### src/rtl/riscv_cu_alu_ctrl_pkg.sv
// Shared constants and types for the RV32I ALU-control decode stage:
// ALU op codes, major opcodes, immediate selectors and the decoded entry.
// Optional feature macro used by the top: RISCV_ALU_CTRL_ILLEGAL_EN.
package riscv_cu_alu_ctrl_pkg;

  // ALU op codes. Bit0 set means the ALU subtracts; bit1 clear means the
  // carry/overflow outputs are meaningful, which SLT/SLTU depend on.
  localparam logic [3:0] RISCV_ALU_ADD_OP  = 4'b0000;
  localparam logic [3:0] RISCV_ALU_SUB_OP  = 4'b0001;
  localparam logic [3:0] RISCV_ALU_AND_OP  = 4'b0010;
  localparam logic [3:0] RISCV_ALU_OR_OP   = 4'b0011;
  localparam logic [3:0] RISCV_ALU_XOR_OP  = 4'b0100;
  localparam logic [3:0] RISCV_ALU_SLT_OP  = 4'b0101;
  localparam logic [3:0] RISCV_ALU_SLTU_OP = 4'b1001;
  localparam logic [3:0] RISCV_ALU_SL_OP   = 4'b0110;
  localparam logic [3:0] RISCV_ALU_SR_OP   = 4'b0111;
  localparam logic [3:0] RISCV_ALU_SRA_OP  = 4'b1010;

  // RV32I major opcodes (instr[6:0]).
  localparam logic [6:0] RISCV_OPC_OP     = 7'b0110011;
  localparam logic [6:0] RISCV_OPC_OP_IMM = 7'b0010011;
  localparam logic [6:0] RISCV_OPC_LOAD   = 7'b0000011;
  localparam logic [6:0] RISCV_OPC_JALR   = 7'b1100111;
  localparam logic [6:0] RISCV_OPC_STORE  = 7'b0100011;
  localparam logic [6:0] RISCV_OPC_BRANCH = 7'b1100011;
  localparam logic [6:0] RISCV_OPC_LUI    = 7'b0110111;
  localparam logic [6:0] RISCV_OPC_AUIPC  = 7'b0010111;
  localparam logic [6:0] RISCV_OPC_JAL    = 7'b1101111;

  // Immediate format selector. SH is the 5-bit shift amount of I-type
  // shifts, so the ALU sees a clean shamt rather than the funct7 bits.
  typedef enum logic [2:0] {
    RISCV_IMM_NONE,
    RISCV_IMM_I,
    RISCV_IMM_S,
    RISCV_IMM_B,
    RISCV_IMM_U,
    RISCV_IMM_J,
    RISCV_IMM_SH
  } riscv_imm_sel_e;

  // One decoded instruction as it travels toward execute.
  typedef struct packed {
    logic [3:0]  ctrl;
    logic        src_b_imm;
    logic [31:0] imm;
    logic        illegal;
  } riscv_alu_entry_t;

  localparam riscv_alu_entry_t RISCV_ENTRY_RESET = '{
    ctrl:      RISCV_ALU_ADD_OP,
    src_b_imm: 1'b0,
    imm:       32'h0000_0000,
    illegal:   1'b0
  };

  // Map funct3 (plus the funct7[5] alternate bit) to an ALU op.
  function automatic logic [3:0] riscv_f3_op(input logic [2:0] f3, input logic alt);
    logic [3:0] op;
    op = RISCV_ALU_ADD_OP;
    case (f3)
      3'b000:  op = alt ? RISCV_ALU_SUB_OP : RISCV_ALU_ADD_OP;
      3'b001:  op = RISCV_ALU_SL_OP;
      3'b010:  op = RISCV_ALU_SLT_OP;
      3'b011:  op = RISCV_ALU_SLTU_OP;
      3'b100:  op = RISCV_ALU_XOR_OP;
      3'b101:  op = alt ? RISCV_ALU_SRA_OP : RISCV_ALU_SR_OP;
      3'b110:  op = RISCV_ALU_OR_OP;
      default: op = RISCV_ALU_AND_OP;
    endcase
    return op;
  endfunction

endpackage

### src/rtl/riscv_cu_alu_ctrl_imm_gen.sv
// Immediate generator: rebuilds the sign-extended immediate of an RV32I
// instruction word for the selected format. Purely combinational.
module riscv_cu_imm_gen
  import riscv_cu_alu_ctrl_pkg::*;
(
  input  logic [31:0]    instr_i,
  input  riscv_imm_sel_e sel_i,
  output logic [31:0]    imm_o
);

  // Reassemble the scattered immediate fields; everything sign-extends from bit 31.
  always_comb begin
    imm_o = 32'h0000_0000;
    case (sel_i)
      RISCV_IMM_I:  imm_o = {{20{instr_i[31]}}, instr_i[31:20]};
      RISCV_IMM_S:  imm_o = {{20{instr_i[31]}}, instr_i[31:25], instr_i[11:7]};
      RISCV_IMM_B:  imm_o = {{19{instr_i[31]}}, instr_i[31], instr_i[7],
                             instr_i[30:25], instr_i[11:8], 1'b0};
      RISCV_IMM_U:  imm_o = {instr_i[31:12], 12'h000};
      RISCV_IMM_J:  imm_o = {{11{instr_i[31]}}, instr_i[31], instr_i[19:12],
                             instr_i[20], instr_i[30:21], 1'b0};
      RISCV_IMM_SH: imm_o = {27'h0, instr_i[24:20]};
      default:      imm_o = 32'h0000_0000;
    endcase
  end

endmodule

### src/rtl/riscv_cu_alu_ctrl.sv
// Decode-stage ALU control producer: decodes an RV32I word into ALU op,
// operand-B select and immediate, and presents it through a two-entry
// valid/ready skid buffer so execute backpressure never loses an entry.
// Define RISCV_ALU_CTRL_ILLEGAL_EN to flag illegal encodings on oillegal.
module riscv_cu_alu_ctrl
  import riscv_cu_alu_ctrl_pkg::*;
#(
  parameter int MP_DATA_WIDTH = 32
) (
  input  logic                     iclk,
  input  logic                     irst_n,
  input  logic                     ivalid,
  output logic                     oready,
  input  logic [31:0]              iinstr,
  output logic                     ovalid,
  input  logic                     iready,
  output logic [3:0]               octrl,
  output logic                     osrc_b_imm,
  output logic [MP_DATA_WIDTH-1:0] oimm,
  output logic                     oillegal
);

  logic [6:0]       opcode;
  logic [2:0]       f3;
  riscv_imm_sel_e   imm_sel;
  logic [31:0]      imm_raw;
  riscv_alu_entry_t dec;

  riscv_alu_entry_t main_q, main_d;
  riscv_alu_entry_t skid_q, skid_d;
  logic             main_valid_q, main_valid_d;
  logic             skid_valid_q, skid_valid_d;
  logic             accept;
  logic             main_held;

`ifdef RISCV_ALU_CTRL_ILLEGAL_EN
  logic [6:0] f7;
  logic       bad;
  assign f7 = iinstr[31:25];
`endif

  assign opcode = iinstr[6:0];
  assign f3     = iinstr[14:12];

  riscv_cu_imm_gen u_imm_gen (
    .instr_i (iinstr),
    .sel_i   (imm_sel),
    .imm_o   (imm_raw)
  );

  // Decode the incoming word into op, operand-B source and immediate format.
  always_comb begin
    dec.ctrl      = RISCV_ALU_ADD_OP;
    dec.src_b_imm = 1'b0;
    dec.illegal   = 1'b0;
    imm_sel       = RISCV_IMM_NONE;
`ifdef RISCV_ALU_CTRL_ILLEGAL_EN
    bad           = 1'b0;
`endif
    case (opcode)
      RISCV_OPC_OP: begin
        dec.ctrl = riscv_f3_op(f3, iinstr[30]);
`ifdef RISCV_ALU_CTRL_ILLEGAL_EN
        bad = !((f7 == 7'b0000000) ||
                ((f7 == 7'b0100000) && ((f3 == 3'b000) || (f3 == 3'b101))));
`endif
      end
      RISCV_OPC_OP_IMM: begin
        dec.src_b_imm = 1'b1;
        if ((f3 == 3'b001) || (f3 == 3'b101)) begin
          dec.ctrl = riscv_f3_op(f3, iinstr[30]);
          imm_sel  = RISCV_IMM_SH;
`ifdef RISCV_ALU_CTRL_ILLEGAL_EN
          bad = !((f7 == 7'b0000000) || (f7 == 7'b0100000));
`endif
        end else begin
          dec.ctrl = riscv_f3_op(f3, 1'b0);
          imm_sel  = RISCV_IMM_I;
        end
      end
      RISCV_OPC_LOAD: begin
        dec.src_b_imm = 1'b1;
        imm_sel       = RISCV_IMM_I;
`ifdef RISCV_ALU_CTRL_ILLEGAL_EN
        bad = (f3 == 3'b011) || (f3 == 3'b110) || (f3 == 3'b111);
`endif
      end
      RISCV_OPC_JALR: begin
        dec.src_b_imm = 1'b1;
        imm_sel       = RISCV_IMM_I;
      end
      RISCV_OPC_STORE: begin
        dec.src_b_imm = 1'b1;
        imm_sel       = RISCV_IMM_S;
`ifdef RISCV_ALU_CTRL_ILLEGAL_EN
        bad = (f3 >= 3'b011);
`endif
      end
      RISCV_OPC_BRANCH: begin
        imm_sel = RISCV_IMM_B;
        case (f3[2:1])
          2'b10:   dec.ctrl = RISCV_ALU_SLT_OP;
          2'b11:   dec.ctrl = RISCV_ALU_SLTU_OP;
          default: dec.ctrl = RISCV_ALU_SUB_OP;
        endcase
`ifdef RISCV_ALU_CTRL_ILLEGAL_EN
        bad = (f3[2:1] == 2'b01);
`endif
      end
      RISCV_OPC_LUI, RISCV_OPC_AUIPC: begin
        dec.src_b_imm = 1'b1;
        imm_sel       = RISCV_IMM_U;
      end
      RISCV_OPC_JAL: begin
        dec.src_b_imm = 1'b1;
        imm_sel       = RISCV_IMM_J;
      end
      default: begin
`ifdef RISCV_ALU_CTRL_ILLEGAL_EN
        bad = 1'b1;
`endif
      end
    endcase
`ifdef RISCV_ALU_CTRL_ILLEGAL_EN
    if (bad) begin
      dec.ctrl      = RISCV_ALU_ADD_OP;
      dec.src_b_imm = 1'b0;
      dec.illegal   = 1'b1;
      imm_sel       = RISCV_IMM_NONE;
    end
`endif
    dec.imm = imm_raw;
  end

  // A full skid entry is the only thing that stops us accepting, so oready
  // comes straight from a flop and never depends on iready.
  assign accept    = ivalid && !skid_valid_q;
  assign main_held = main_valid_q && !iready;

  // Skid-buffer steering: park in skid while main is held, refill main from
  // skid first when it drains, otherwise load main directly.
  always_comb begin
    main_d       = main_q;
    skid_d       = skid_q;
    main_valid_d = main_valid_q;
    skid_valid_d = skid_valid_q;
    if (main_held) begin
      if (accept) begin
        skid_d       = dec;
        skid_valid_d = 1'b1;
      end
    end else if (skid_valid_q) begin
      main_d       = skid_q;
      main_valid_d = 1'b1;
      skid_valid_d = 1'b0;
    end else if (accept) begin
      main_d       = dec;
      main_valid_d = 1'b1;
    end else begin
      main_valid_d = 1'b0;
    end
  end

  // State registers; reset discards any in-flight entries immediately.
  always_ff @(posedge iclk or negedge irst_n) begin
    if (!irst_n) begin
      main_q       <= RISCV_ENTRY_RESET;
      skid_q       <= RISCV_ENTRY_RESET;
      main_valid_q <= 1'b0;
      skid_valid_q <= 1'b0;
    end else begin
      main_q       <= main_d;
      skid_q       <= skid_d;
      main_valid_q <= main_valid_d;
      skid_valid_q <= skid_valid_d;
    end
  end

  assign oready     = !skid_valid_q;
  assign ovalid     = main_valid_q;
  assign octrl      = main_q.ctrl;
  assign osrc_b_imm = main_q.src_b_imm;
  assign oimm       = main_q.imm;
  assign oillegal   = main_q.illegal;

endmodule

### config.mk
export PLATFORM = sky130hd
export DESIGN_NAME = riscv_cu_alu_ctrl
export DESIGN_NICKNAME = d
export VERILOG_FILES = /design/src/rtl/riscv_cu_alu_ctrl_pkg.sv /design/src/rtl/riscv_cu_alu_ctrl_imm_gen.sv /design/src/rtl/riscv_cu_alu_ctrl.sv
export SDC_FILE = /design/constraint.sdc
export NUM_CORES = 1
export LEC_CHECK = 0
export BUFFER_PORTS_ARGS = -buffer_cell sky130_fd_sc_hd__buf_2
export CORE_UTILIZATION = 55
export DETAILED_ROUTE_END_ITERATION = 7
export HOLD_SLACK_MARGIN = 0.05
export PLACE_DENSITY = 0.8
export SYNTH_ARGS = -nofsm -noshare
export SYNTH_HDL_FRONTEND = slang
export SYNTH_SLANG_ARGS = --single-unit
### constraint.sdc
create_clock -name iclk -period 1.85 [get_ports iclk]
set_input_delay 0.2775 -clock iclk [delete_from_list [all_inputs] [get_ports iclk]]
set_output_delay 0.2775 -clock iclk [all_outputs]
set_load 0.02 [all_outputs]
Word-level counts from Yosys, hierarchy flattened
Index checks and enable logic that the tools add are counted.

Input bits: 36. Logic and storage cells: 63. Flip-flop bits (word level): 77.

Mux-type cells: 17. Bitwise gates (word level): 1. Reduce and logical (&&, ||, !) cells: 12. Equal/unequal tests: 24.

Operators by type and width (number): one-hot mux 32 bit (6 select lines) (1); two-way mux 38 bit (2); one-hot mux 4 bit (7 select lines) (2); equality test 7 x 6 -> 1 bit, second input constant (3); equality test 7 bit, second input constant (3); equality test 3 bit, second input constant (6); one-hot mux 3 bit (6 select lines) (1); equality test 7 x 5 -> 1 bit, second input constant (2); equality test 3 x 2 -> 1 bit, second input constant (4); one-hot mux 4 bit (3 select lines) (1); two-way mux 4 bit (2); one-hot mux 4 bit (2 select lines) (1); equality test 7 x 2 -> 1 bit, second input constant (1); OR reduction 7 bit (1); equality test 3 x 1 -> 1 bit, second input constant (2); two-way mux 1 bit (6); equality test 2 bit, second input constant (2); AND reduction 2 bit (2); OR reduction 2 bit (2); logical NOT 3 bit (1); two-way mux 3 bit (1); logical AND 1 bit (2); logical NOT 1 bit (2); inequality test 2 bit, second input constant (1); other kinds (3) (3).

Longest topological paths before layout
Gate-level depths: netlist of the first run.

Word-level depth: 8. Mapped depth: 8. Gate-level depth less buffers: 5.

Hierarchy
From an unflattened synthesis of the first run, not the netlist that was laid out.

Cells, all modules: 366. Area, all modules: 3926.3 um^2.

By module, submodules not included: riscv_cu_alu_ctrl (seq. area each 1901.8 um^2, area each 3507.1 um^2, cells an instance 299, instances 1); riscv_cu_imm_gen (seq. area each 0.0 um^2, area each 419.2 um^2, cells an instance 67, instances 1).

Least setup slack after synthesis of the first run
OpenSTA, ideal clock, no wires.

Path kind: input -> register. Start: input port iinstr[13]. End: register skid_q[23] in the netlist's numbering. Stages on the path: 7. Required time: 1.708 ns. Library setup time: 0.142 ns. Path slack: 0.116 ns. Buffers on the path: 2. Arrival time: 1.592 ns. Cell sequence: buf_2 > nand2b_2 > nor4_4 > nor3_2 > a32oi_4 > buf_6 > a31oi_1.

Cells in the longest elaborated chain, start to end: 6.

Ends and longest elaborated chain: from (decl) (RTL line riscv_cu_alu_ctrl.sv:14) `input logic [31:0] iinstr,`; equality test 3 x 1 -> 1 bit / equality test 3 bit (equally long branches) (RTL line riscv_cu_alu_ctrl.sv:70) `if ((f3 == 3'b001) || (f3 == 3'b101)) begin`; logical OR 1 bit * (RTL line riscv_cu_alu_ctrl.sv:70); two-way mux 3 bit * (RTL line riscv_cu_alu_ctrl.sv:70); one-hot mux 3 bit (6 select lines) * (RTL line riscv_cu_alu_ctrl.sv:60) `case (opcode)`; equality test 3 bit (tied with other cells) (RTL line riscv_cu_alu_ctrl_imm_gen.sv:14) `case (sel_i)`; one-hot mux 32 bit (6 select lines) * (RTL line riscv_cu_alu_ctrl_imm_gen.sv:14); to (signal assigned) (RTL line riscv_cu_alu_ctrl.sv:173) `skid_q <= skid_d;`; to (decl) (RTL line riscv_cu_alu_ctrl.sv:30) `riscv_alu_entry_t skid_q, skid_d;`.

Mark *: on every way between the ends. The rest lies on a longest branch, timed or not. A chain may end at the register's enable or synchronous reset.

Worst setup path in the final report of the first run
Start: register main_valid_q, in the netlist ovalid. End: register main_q, in the netlist octrl[2].

Cells in the longest elaborated chain, start to end: 3.

Ends and longest elaborated chain: from (decl) (RTL line riscv_cu_alu_ctrl.sv:31) `logic main_valid_q, main_valid_d;`; from (signal assigned) (RTL line riscv_cu_alu_ctrl.sv:174) `main_valid_q <= main_valid_d;`; logical AND 1 bit (RTL line riscv_cu_alu_ctrl.sv:138) `assign main_held = main_valid_q && !iready;`; NOT 1 bit (no line); AND reduction 2 bit (no line); to (signal assigned) (RTL line riscv_cu_alu_ctrl.sv:172) `main_q <= main_d;`; to (decl) (RTL line riscv_cu_alu_ctrl.sv:29) `riscv_alu_entry_t main_q, main_d;`.

No other way between the ends.

==> results.py, run 1 <==
metrics = {
    "synthesis": {
        "ys_ff_latch": 76,
        "synth-seq-area-share_pct": 49.2,
        "syn_avg_cell_area_sq_um": 9.51,
        "synth_area_sq_um": 3860,
        "synth_fp_nets": 442,
        "async_reset_ff_share_pct": 100,
        "ys_types": 57,
        "ys.flop_type": "dfrtp_1",
        "synth_edf_count": 0,
        "yosys_warnings": 0,
        "syn_inst": 406,
    },
    "floorplanning": {
        "initial_core_util_pct": 56.9,
        "die_x_um": 85.8,
        "rows": 30,
        "pin_count": 76,
        "die_h_um": 85.8,
        "core_sq_um": 6790,
        "die-area_sq_um": 7360,
    },
    "run": {
        "drv_cap": 0,
    },
    "critical_path": {
        "cpMaxStageDelayCell": "dfrtp_1",
        "cp_max_fo": 12,
        "arrival_ps": 1870,
        "crit_type": "register to register",
        "path_buf_inv": 1,
        "max_stage_delay_ps": 370,
        "crit_start": "ovalid$_DFFE_PN0N_",
        "required_ps": 2110,
        "cp_top_family": "compound AO/OA/AOI/OAI gates",
        "end_kind": "register",
        "path_cells": "nand2b_1, buf_4, o21a_2, nand2_1, o21ai_0",
        "r2r-start": "ovalid$_DFFE_PN0N_",
        "start_kind": "register",
    },
    "sta": {
        "setup_slack_ps": 242,
        "period_share_pct": 86.9,
        "fin_worst_skew_ps": 7.54,
        "finalHoldViolCount": 0,
        "setup_violations": 0,
        "rsz0062_at_grt": "false",
        "maxSlewHeadroom_pct": 63.5,
        "fin_crit_ps": 1610,
        "max_freq_ghz": 0.622,
        "tightest_slew_ps": 547,
        "drv_slew": 0,
        "tns_ps": 0,
    },
    "global_routing": {
        "grt_max_degree": 48,
        "antenna_found_initial": 0,
        "grt_pass1_vias": 3166,
        "grt_pass1_wl_mm": 15.6,
        "gr-total-overflow": 0,
        "grt_usage_pct": 27.2,
    },
    "layout": {
        "instances_no_fill": 583,
        "drive_above_1_share_pct": 28.1,
        "area_delta_synth_final_pct": 20.3,
        "fin_util_pct": 68.4,
        "num_antenna_cells": 0,
        "layout.nets": 519,
        "multiInputGateArea_sq_um": 1760,
        "nFillCells": 588,
        "seqCellArea_sq_um": 1900,
    },
    "route": {
        "wl_per_cell_um": 16.3,
        "remaining_drc_errors": 0,
        "drtAntennaViolNets": 0,
        "dr.first_iter.drc_count": 280,
        "vias": 3427,
        "first_pass_iters": 5,
        "viasPerCell": 5.88,
        "wl_mm": 9.49,
    },
    "power": {
        "internal_power_mw": 2.97,
        "p_sw_share_pct": 29.9,
        "ir_drop_uv": 530,
        "pwr-share-clk_pct": 32.8,
        "seqPwrFrac_pct": 46.2,
        "power_frac_comb_pct": 20.9,
        "power_switching_mw": 1.27,
        "p_per_area_nw_per_um2": 912,
        "p_leak_nw": 2.06,
        "power_mw": 4.24,
    },
    "place": {
        "place_hpwl_mm": 6.78,
        "port_buffers": 74,
        "place_inst": 567,
        "pre_cts_slack_ps": 17.5,
        "place.gp.congestion": 0.898,
    },
    "min_path": {
        "hp-class": "primary input to register",
        "worstHoldStart": "iinstr[27]",
    },
    "cts": {
        "cts_tree": "built",
        "cts.path.max_buffers": 2,
        "cts_max_level": 3,
        "clkSinkCount": 76,
        "cts_buffers": 9,
        "post_cts_buffers": 0,
        "root_buffer": "clkbuf_8",
        "insertion_delay_ps": 350,
        "cts.clk_slew.worst_paths_ps": 80,
    },
    "outcome": {
        "status": "finished, final reports clean",
    },
}
-- worst paths after layout --
| path | cells after the start | end | slack (ps) |
|---|---|---|---|
| max | 5 | octrl[2]$_DFFE_PN0P_ | 240 |
| min | 2 | skid_q[8]$_DFFE_PN0P_ | 190 |
| max reg2reg | 5 | octrl[2]$_DFFE_PN0P_ | 240 |
| min reg2reg | 2 | skid_q[4]$_DFFE_PN0P_ | 480 |
| max in group asynchronous | 3 | oimm[11]$_DFFE_PN0P_ | 870 |
| min in group asynchronous | 2 | oimm[7]$_DFFE_PN0P_ | 390 |
-- worst register-to-register path, cell delays in order (launching register included) --
cell	delay, ps
dfrtp_1	370
nand2b_1	140
buf_4	220
o21a_2	310
nand2_1	270
o21ai_0	210
-- state kept, by name, summed over array words and instances, names as in the netlist --
name	count
osrc_b_imm	1
ovalid	1
oimm	32
skid_valid_q	1
skid_q	37
octrl	4
-- final cells by class --
type / count / area share, %
Clock buffer: 11 / 3.04
Clock inverter: 4 / 1.59
Inverter: 4 / 0.323
Multi-Input combinational cell: 290 / 37.9
Sequential cell: 76 / 40.9
Tap cell: 96 / 2.58
Timing Repair Buffer: 102 / 13.7
-- cell usage in the layout, fill, tap and decap left out, types with 9 or more instances in the layout --
cell / instances
a21oi_1: 30
a22o_1: 10
a31oi_1: 27
and3_1: 9
buf_2: 73
buf_4: 24
clkbuf_8: 10
dfrtp_1: 76
nand2_1: 47
nor2_1: 23
o21ai_0: 31
o21ai_1: 31
or3_1: 13
-- power by group through the flow --
stage          clock, mW  combinational [mW]  sequential [mW]
2_1_floorplan          0               0.390             2.13
3_3_place_gp           0               0.868             1.98
3_5_place_dp           0               0.888             1.99
4_1_cts             1.41               0.892             1.96
5_1_grt             1.46               0.978             1.98
6_report            1.39               0.888             1.96
-- per-stage QoR --
stage / instance area (sq um) / hold slack (ps)
floorplan: 3860 / -18.1
global placement: 4420 / 226
detailed placement: 4420 / 236
CTS: 4640 / 186
global route: 4650 / 193
finish: 4650 / 189
-- Yosys cell counts (3+ instances only) --
library cell | count | area (sq um)
clkbuf_1 | 21 | 78.8
buf_2 | 6 | 30.0
nor3_1 | 3 | 15.0
buf_4 | 3 | 22.5
or3_1 | 13 | 81.3
nand2_1 | 47 | 176
o21a_1 | 3 | 22.5
nand3b_1 | 4 | 30.0
a211oi_1 | 8 | 60.1
o21ai_0 | 31 | 155
a31oi_1 | 27 | 169
nor2_1 | 24 | 90.1
buf_6 | 5 | 56.3
inv_1 | 4 | 15.0
a22o_1 | 10 | 87.6
dfrtp_1 | 76 | 1900
nand3_1 | 8 | 40.0
o21ai_1 | 32 | 160
and3_1 | 9 | 56.3
a21oi_1 | 30 | 150
-- repair_timing --
item	in CTS	in global routing
resized for setup	0	2
hold endpoints to repair	29	0
hold buffers	1	0
endpoints found under the setup margin	0	15
-- logic make-up after synthesis --
logic type             count (synthesis)  synth area share, %
AOI/OAI and AO/OA                    159                 26.6
other                                  1               0.0971
and+or+nand+nor                      129                 18.4
muxes                                  1                0.292
DFF                                   76                 49.2
buffers and inverters                 40                 5.38
-- layer usage --
layer | vias to the layer above | global-route usage, % | routed length (um)
met5 | - | 0 | 0
met4 | 0 | 9.70 | 137
met3 | 16 | 3.85 | 437
met2 | 113 | 44.4 | 4600
met1 | 1662 | 37.3 | 4320
li1 | 1636 | - | -
No activity file was read; power rests on OpenSTA's default activity.
==> run 2, diff against run 1 <==
--- a/config.mk
+++ b/config.mk
@@ -10,6 +10,7 @@
 export DETAILED_ROUTE_END_ITERATION = 7
 export HOLD_SLACK_MARGIN = 0.05
 export PLACE_DENSITY = 0.8
+export REMOVE_ABC_BUFFERS = 1
 export SYNTH_ARGS = -nofsm -noshare
 export SYNTH_HDL_FRONTEND = slang
 export SYNTH_SLANG_ARGS = --single-unit
==> run 2 against run 1 <==
Effect of this change: the run now ends with design-rule violations left; sequential power about the same; maximum frequency decreased by 4.7%; clock-buffer cell count decreased by 1; non-clock buffer count unchanged; sequential share of layout area increased by 0.60 points; largest power group unchanged; first-iteration DRC count decreased by 22%; die area unchanged; utilization decreased by 0.99 points; register-to-register slack got worse by 60 ps; clock power decreased by 17%; via count decreased by 0.67%; routed wire length decreased by 1.1%.
==> results.py, run 2 (synthesis gave the netlist of run 1 again) <==
metrics = {
    "outcome": {
        "status": "finished with violations",
        "violations": "design-rule violations",
    },
    "layout": {
        "final_cell_mix": "dfrtp_1 (76), buf_2 (74), nand2_1 (47), o21ai_1 (31), o21ai_0 (31)",
        "layout.nets": 519,
        "drive_above_1_share_pct": 28.3,
        "regMostFlops": "skid_q",
        "largest_reg_flops": 37,
        "final_common_cell": "dfrtp_1",
        "num_antenna_cells": 0,
        "area_delta_synth_final_pct": 18.6,
    },
    "sta": {
        "fin_worst_skew_ps": 10.2,
        "finalHoldViolCount": 0,
        "drv_slew": 0,
        "setup_violations": 0,
        "tightest_slew_ps": 574,
        "rsz0062_at_grt": "false",
        "max_freq_ghz": 0.593,
        "holdWs_ps": 177,
        "period_share_pct": 91.2,
        "maxSlewHeadroom_pct": 61.7,
        "fin_crit_ps": 1690,
    },
    "cts": {
        "clkSinkCount": 76,
        "cts.path.max_buffers": 2,
        "post_cts_buffers": 0,
        "cts.clk_slew.worst_paths_ps": 90,
        "cts_max_level": 3,
        "root_buffer": "clkbuf_8",
        "cts_tree": "built",
        "cts_buffers": 9,
        "insertion_delay_ps": 350,
    },
    "power": {
        "internal_power_mw": 2.69,
        "p_leak_nw": 2.03,
        "p_per_area_nw_per_um2": 870,
        "power_frac_comb_pct": 22.0,
        "ir_drop_uv": 413,
        "seqPwrFrac_pct": 49.2,
        "power_switching_mw": 1.29,
        "p_sw_share_pct": 32.4,
        "power_mw": 3.98,
        "pwr-share-clk_pct": 28.8,
    },
    "route": {
        "dr_wl_met2_mm": 4.40,
        "viasPerCell": 5.83,
        "wl_mm": 9.39,
        "drtAntennaViolNets": 0,
        "wl_met3_um": 568,
        "highest_layer": "met4",
        "vias": 3404,
        "remaining_drc_errors": 1,
        "dr.first_iter.drc_count": 218,
        "wl_met1_mm": 4.30,
        "wl_per_cell_um": 16.1,
        "first_pass_iters": 7,
    },
    "critical_path": {
        "rr_endpoint": "oimm[22]$_DFFE_PN0P_",
        "crit_start": "skid_valid_q$_DFFE_PN0P_",
        "arrival_ps": 1410,
        "reg2reg_depth": 6,
        "end_kind": "primary output",
        "rrSetupSlack_ps": 180,
        "required_ps": 1570,
        "cp_max_fo": 16,
        "crit_type": "register to primary output",
        "r2r-start": "ovalid$_DFFE_PN0N_",
        "endpoint": "oready",
        "start_kind": "register",
    },
    "place": {
        "place_hpwl_mm": 6.41,
        "port_buffers": 74,
        "place.gp.congestion": 0.900,
    },
    "min_path": {
        "worstHoldStart": "iinstr[29]",
        "hp-class": "primary input to register",
    },
    "global_routing": {
        "grt_pass1_wl_mm": 15.5,
        "grt_usage_pct": 27.1,
        "antenna_found_initial": 0,
        "grt_max_degree": 44,
        "grt_pass1_vias": 3163,
        "gr-total-overflow": 0,
    },
    "floorplanning": {
        "initial_core_util_pct": 56.9,
        "die_h_um": 85.8,
        "pin_count": 76,
        "rows": 30,
        "die-area_sq_um": 7360,
        "core_sq_um": 6790,
        "die_x_um": 85.8,
    },
    "run": {
        "drv_cap": 0,
    },
}
[run 2: changes by cell type in the layout (fill, tap and decap cells not counted), sizes merged]
cell      change
bufinv        -2
clkbuf        -1
clkinv        +1
clkinvlp      +2
inv           +1
[run 2: layer usage]
layer,GRT usage (%),vias to the layer above
met5,0,-
met4,9.55,0
met3,4.62,8
met2,42.3,126
met1,38.5,1637
li1,-,1633
[run 2: area by class of cell]
cell class              instances  area, sq um
fillers                       570         2210
flip-flops and latches         76         1900
multi-input cells             290         1760
repair buffers                102          608
clock buffers                  10          138
well taps                      96          120
clock inverters                 6         38.8
inverters                       4         15.0
[run 2: timing repair]
item                                   CTS  global route
resized for setup                        0             1
setup endpoints to repair                0             7
hold buffers                             1             0
endpoints found under the hold margin   76             0
[run 2: worst min-delay path by stage]
stage	endpoint	slack (ps)	cells past startpoint
after detailed placement	skid_q[10]$_DFFE_PN0P_	350	2
final	skid_q[10]$_DFFE_PN0P_	180	2
after floorplan	octrl[0]$_DFFE_PN0P_	-20	0
after CTS	skid_q[10]$_DFFE_PN0P_	170	2
after global routing	skid_q[10]$_DFFE_PN0P_	170	2
after global placement	skid_q[10]$_DFFE_PN0P_	330	2
[run 2: worst max-delay path, stage by stage, from the launching register on]
cell,delay (ps)
dfrtp_1,580
inv_1,100
buf_4,210
buf_2,170
[run 2: metrics by stage]
stage / worst slack [ps] / utilization, % / TNS, ps / cell area (sq um) / instances
5_1_grt: 84.3 / 67.4 / 0 / 4580 / 584
3_3_place_gp: 15.8 / 64.6 / 0 / 4390 / 567
4_1_cts: 102 / 67.4 / 0 / 4580 / 584
3_5_place_dp: 3.21 / 64.6 / 0 / 4390 / 567
2_1_floorplan: -786 / - / -33630 / 3670 / 370
6_report: 163 / 67.4 / 0 / 4580 / 584
[run 2: power by group through the flow]
| stage | clock network [mW] | registers, mW | logic [mW] |
|---|---|---|---|
| floorplan | 0 | 2.14 | 0.335 |
| CTS | 1.16 | 1.96 | 0.878 |
| global placement | 0 | 1.98 | 0.856 |
| finish | 1.15 | 1.96 | 0.874 |
| detailed placement | 0 | 1.99 | 0.874 |
| global route | 1.23 | 1.99 | 0.958 |
==> run 3, diff against run 2 <==
--- a/config.mk
+++ b/config.mk
@@ -9,8 +9,10 @@
 export CORE_UTILIZATION = 55
 export DETAILED_ROUTE_END_ITERATION = 7
 export HOLD_SLACK_MARGIN = 0.05
-export PLACE_DENSITY = 0.8
+export MAX_ROUTING_LAYER = met4
+export PLACE_DENSITY = 0.79
 export REMOVE_ABC_BUFFERS = 1
 export SYNTH_ARGS = -nofsm -noshare
 export SYNTH_HDL_FRONTEND = slang
+export SYNTH_HIERARCHICAL = 1
 export SYNTH_SLANG_ARGS = --single-unit
==> run 3 against run 2 <==
Effect of this change: the run now ends clean; area after synthesis rose by 1.7%; sequential share of layout area decreased by 2.3 points; non-clock buffer count is 6 higher; synthesized cell count fell by 9.9%; sequential cell count did not move; first-iteration DRC count fell by 39%; cell count is 3.4% lower; largest power group unchanged.
==> results.py, run 3 <==
metrics = {
    "global_routing": {
        "gr-total-overflow": 0,
        "grt_pass1_wl_mm": 13.7,
        "grt_usage_pct": 24.7,
        "antenna_found_initial": 0,
        "grt_pass1_vias": 2875,
        "grt_max_degree": 47,
    },
    "sta": {
        "period_share_pct": 95.3,
        "fin_worst_skew_ps": 9.31,
        "holdWs_ps": 203,
        "setup_violations": 0,
        "rsz0062_at_grt": "true",
        "setup_slack_ps": 87.6,
        "finalHoldViolCount": 0,
        "drv_slew": 0,
        "max_freq_ghz": 0.567,
        "tns_ps": 0,
        "fin_crit_ps": 1760,
    },
    "layout": {
        "final_cell_mix": "dfrtp_1 (75), buf_2 (73), nor2_1 (41), mux2i_1 (36), a21oi_1 (32)",
        "drive_above_1_share_pct": 34.0,
        "area_delta_synth_final_pct": 23.7,
        "largest_reg_flops": 37,
        "fin_util_pct": 71.1,
        "instances_no_fill": 564,
        "regMostFlops": "skid_q",
        "num_antenna_cells": 0,
        "layout.nets": 499,
        "final_common_cell": "dfrtp_1",
    },
    "critical_path": {
        "rr_endpoint": "skid_q[9]$_DFFE_PN0P_",
        "cp_common_cell": "buf_4",
        "max_stage_delay_ps": 280,
        "path_buf_inv": 3,
        "cp_max_fo": 4,
        "end_kind": "register",
        "cp_top_family": "simple AND/OR/NAND/NOR gates",
        "start_kind": "primary input",
        "r2r-start": "ovalid$_DFFE_PN0N_",
        "rrSetupSlack_ps": 400,
        "cp_num_cells": 11,
        "cpMaxStageDelayCell": "mux2_2",
        "crit_type": "primary input to register",
        "path_cells": "buf_2, and2b_2, nand3_1, a2bb2oi_1, nor2_1, buf_4, nor2b_4, buf_4, a22oi_1, o21ai_0, mux2_2",
        "arrival_ps": 2000,
        "reg2reg_depth": 4,
        "required_ps": 2090,
    },
    "floorplanning": {
        "die_x_um": 86.5,
        "core_sq_um": 6830,
        "die_h_um": 86.5,
        "rows": 30,
        "die-area_sq_um": 7480,
        "pin_count": 76,
        "initial_core_util_pct": 57.5,
    },
    "min_path": {
        "hold_depth": 3,
        "whs_endpoint": "ovalid$_DFFE_PN0N_",
        "hp-class": "primary input to register",
        "worstHoldStart": "ivalid",
    },
    "route": {
        "first_pass_iters": 4,
        "drtAntennaViolNets": 0,
        "wl_per_cell_um": 14.8,
        "remaining_drc_errors": 0,
        "viasPerCell": 5.39,
        "vias": 3041,
        "wl_mm": 8.33,
        "dr.first_iter.drc_count": 134,
    },
    "synthesis": {
        "synth_edf_count": 0,
        "synthTopCellsByArea": "dfrtp_1 (48%), mux2i_1 (9.2%), mux2_1 (4.9%)",
        "yosys-mux-area-fraction_pct": 18.4,
        "yosys-top-cells-count": "dfrtp_1 (76), nor2_1 (41), mux2i_1 (36), a21oi_1 (33), nand2_1 (25)",
        "synth_area_sq_um": 3930,
        "synth_area_leader_cell": "dfrtp_1",
        "syn_inst": 366,
        "synthSimpleGateAreaFrac_pct": 14.1,
        "synth_most_common_cell": "dfrtp_1",
        "synth_compound_area_share_pct": 15.1,
        "yosys_warnings": 6,
        "synth_adder_area_share_pct": 0,
        "ys.flop_type": "dfrtp_1",
        "synth_top_area_share_pct": 48.4,
        "ys_types": 54,
        "synth-seq-area-share_pct": 48.4,
        "synth_top_family_by_area": "multiplexers",
        "async_reset_ff_share_pct": 100,
        "synth-xor-area-share_pct": 0.223,
        "syn_avg_cell_area_sq_um": 10.7,
        "ys_ff_latch": 76,
    },
    "cts": {
        "clkSinkCount": 76,
        "cts.path.max_buffers": 2,
        "cts_max_level": 3,
        "cts_tree": "built",
        "root_buffer": "clkbuf_8",
        "cts.clk_slew.worst_paths_ps": 80,
        "cts_buffers": 9,
        "insertion_delay_ps": 350,
    },
    "place": {
        "pre_cts_slack_ps": -329,
        "place_inst": 545,
        "port_buffers": 74,
        "place.gp.congestion": 0.949,
        "place_hpwl_mm": 5.81,
    },
    "outcome": {
        "status": "finished, final reports clean",
    },
    "power": {
        "p_leak_nw": 2.38,
        "ir_drop_uv": 530,
        "p_per_area_nw_per_um2": 888,
    },
    "run": {
        "drv_cap": 0,
    },
}
==> run 3: worst reg2reg max path, delay by kind of cell (launching register included) <==
family	cells	cell delay, ps
AND/OR/NAND/NOR	2	290
flip-flops	1	410
buffers and inverters	1	270
multiplexers	1	380
==> run 3: what timing repair did <==
item / in CTS / in global routing
setup endpoints to repair: 1 / 34
endpoints found under the hold margin: 35 / 0
gates resized for setup: 1 / 7
pin swaps: 0 / 4
hold buffers: 1 / 0
buffers inserted: 0 / 2
==> run 3: cells by family after synthesis <==
kind of cell / after synthesis
buffers and inverters: 28
XOR/XNOR: 1
AND/OR/NAND/NOR: 100
multiplexers: 68
other: 1
flip-flops: 76
AO/OA/AOI/OAI: 92
==> run 3: cell type report <==
type	instances	area, sq um
Clock buffer	9	124
Clock inverter	7	124
Fill cell	523	1970
Inverter	6	22.5
Multi-Input combinational cell	262	1890
Sequential cell	76	1900
Tap cell	96	120
Timing Repair Buffer	108	672
==> run 3: metal layers <==
| layer | vias to the layer above | GRT usage, % | share of wire (%) |
|---|---|---|---|
| li1 | 1491 | - | - |
| met1 | 1470 | 31.7 | 46 |
| met2 | 70 | 38.5 | 49 |
| met3 | 10 | 5.14 | 3.2 |
| met4 | 0 | 10.3 | 1.3 |
| met5 | - | - | 0 |
==> run 3: stage by stage <==
stage,cell area (sq um),power [mW]
finish,4860,4.31
global route,4860,4.51
CTS,4830,4.35
detailed placement,4570,2.80
global placement,4570,2.77
floorplan,3800,2.45
==> run 3: power breakdown <==
group,internal (mW),switching (mW),total (mW)
clock network,0.905,0.640,1.54
logic,0.337,0.519,0.856
registers,1.83,0.0862,1.91
total,3.07,1.25,4.31
==> run 3: how the worst max path moves through the flow <==
| stage | end | startpoint | slack [ps] |
|---|---|---|---|
| 2_1_floorplan | octrl[0]$_DFFE_PN0P_ | skid_valid_q$_DFFE_PN0P_ | -1500 |
| 5_1_grt | oimm[0]$_DFFE_PN0P_ | iinstr[2] | -20 |
| 3_5_place_dp | skid_q[3]$_DFFE_PN0P_ | iinstr[12] | -330 |
| 6_report | skid_q[2]$_DFFE_PN0P_ | iinstr[13] | 90 |
| 3_3_place_gp | skid_q[3]$_DFFE_PN0P_ | iinstr[13] | -240 |
| 4_1_cts | oimm[18]$_DFFE_PN0P_ | iinstr[13] | 40 |
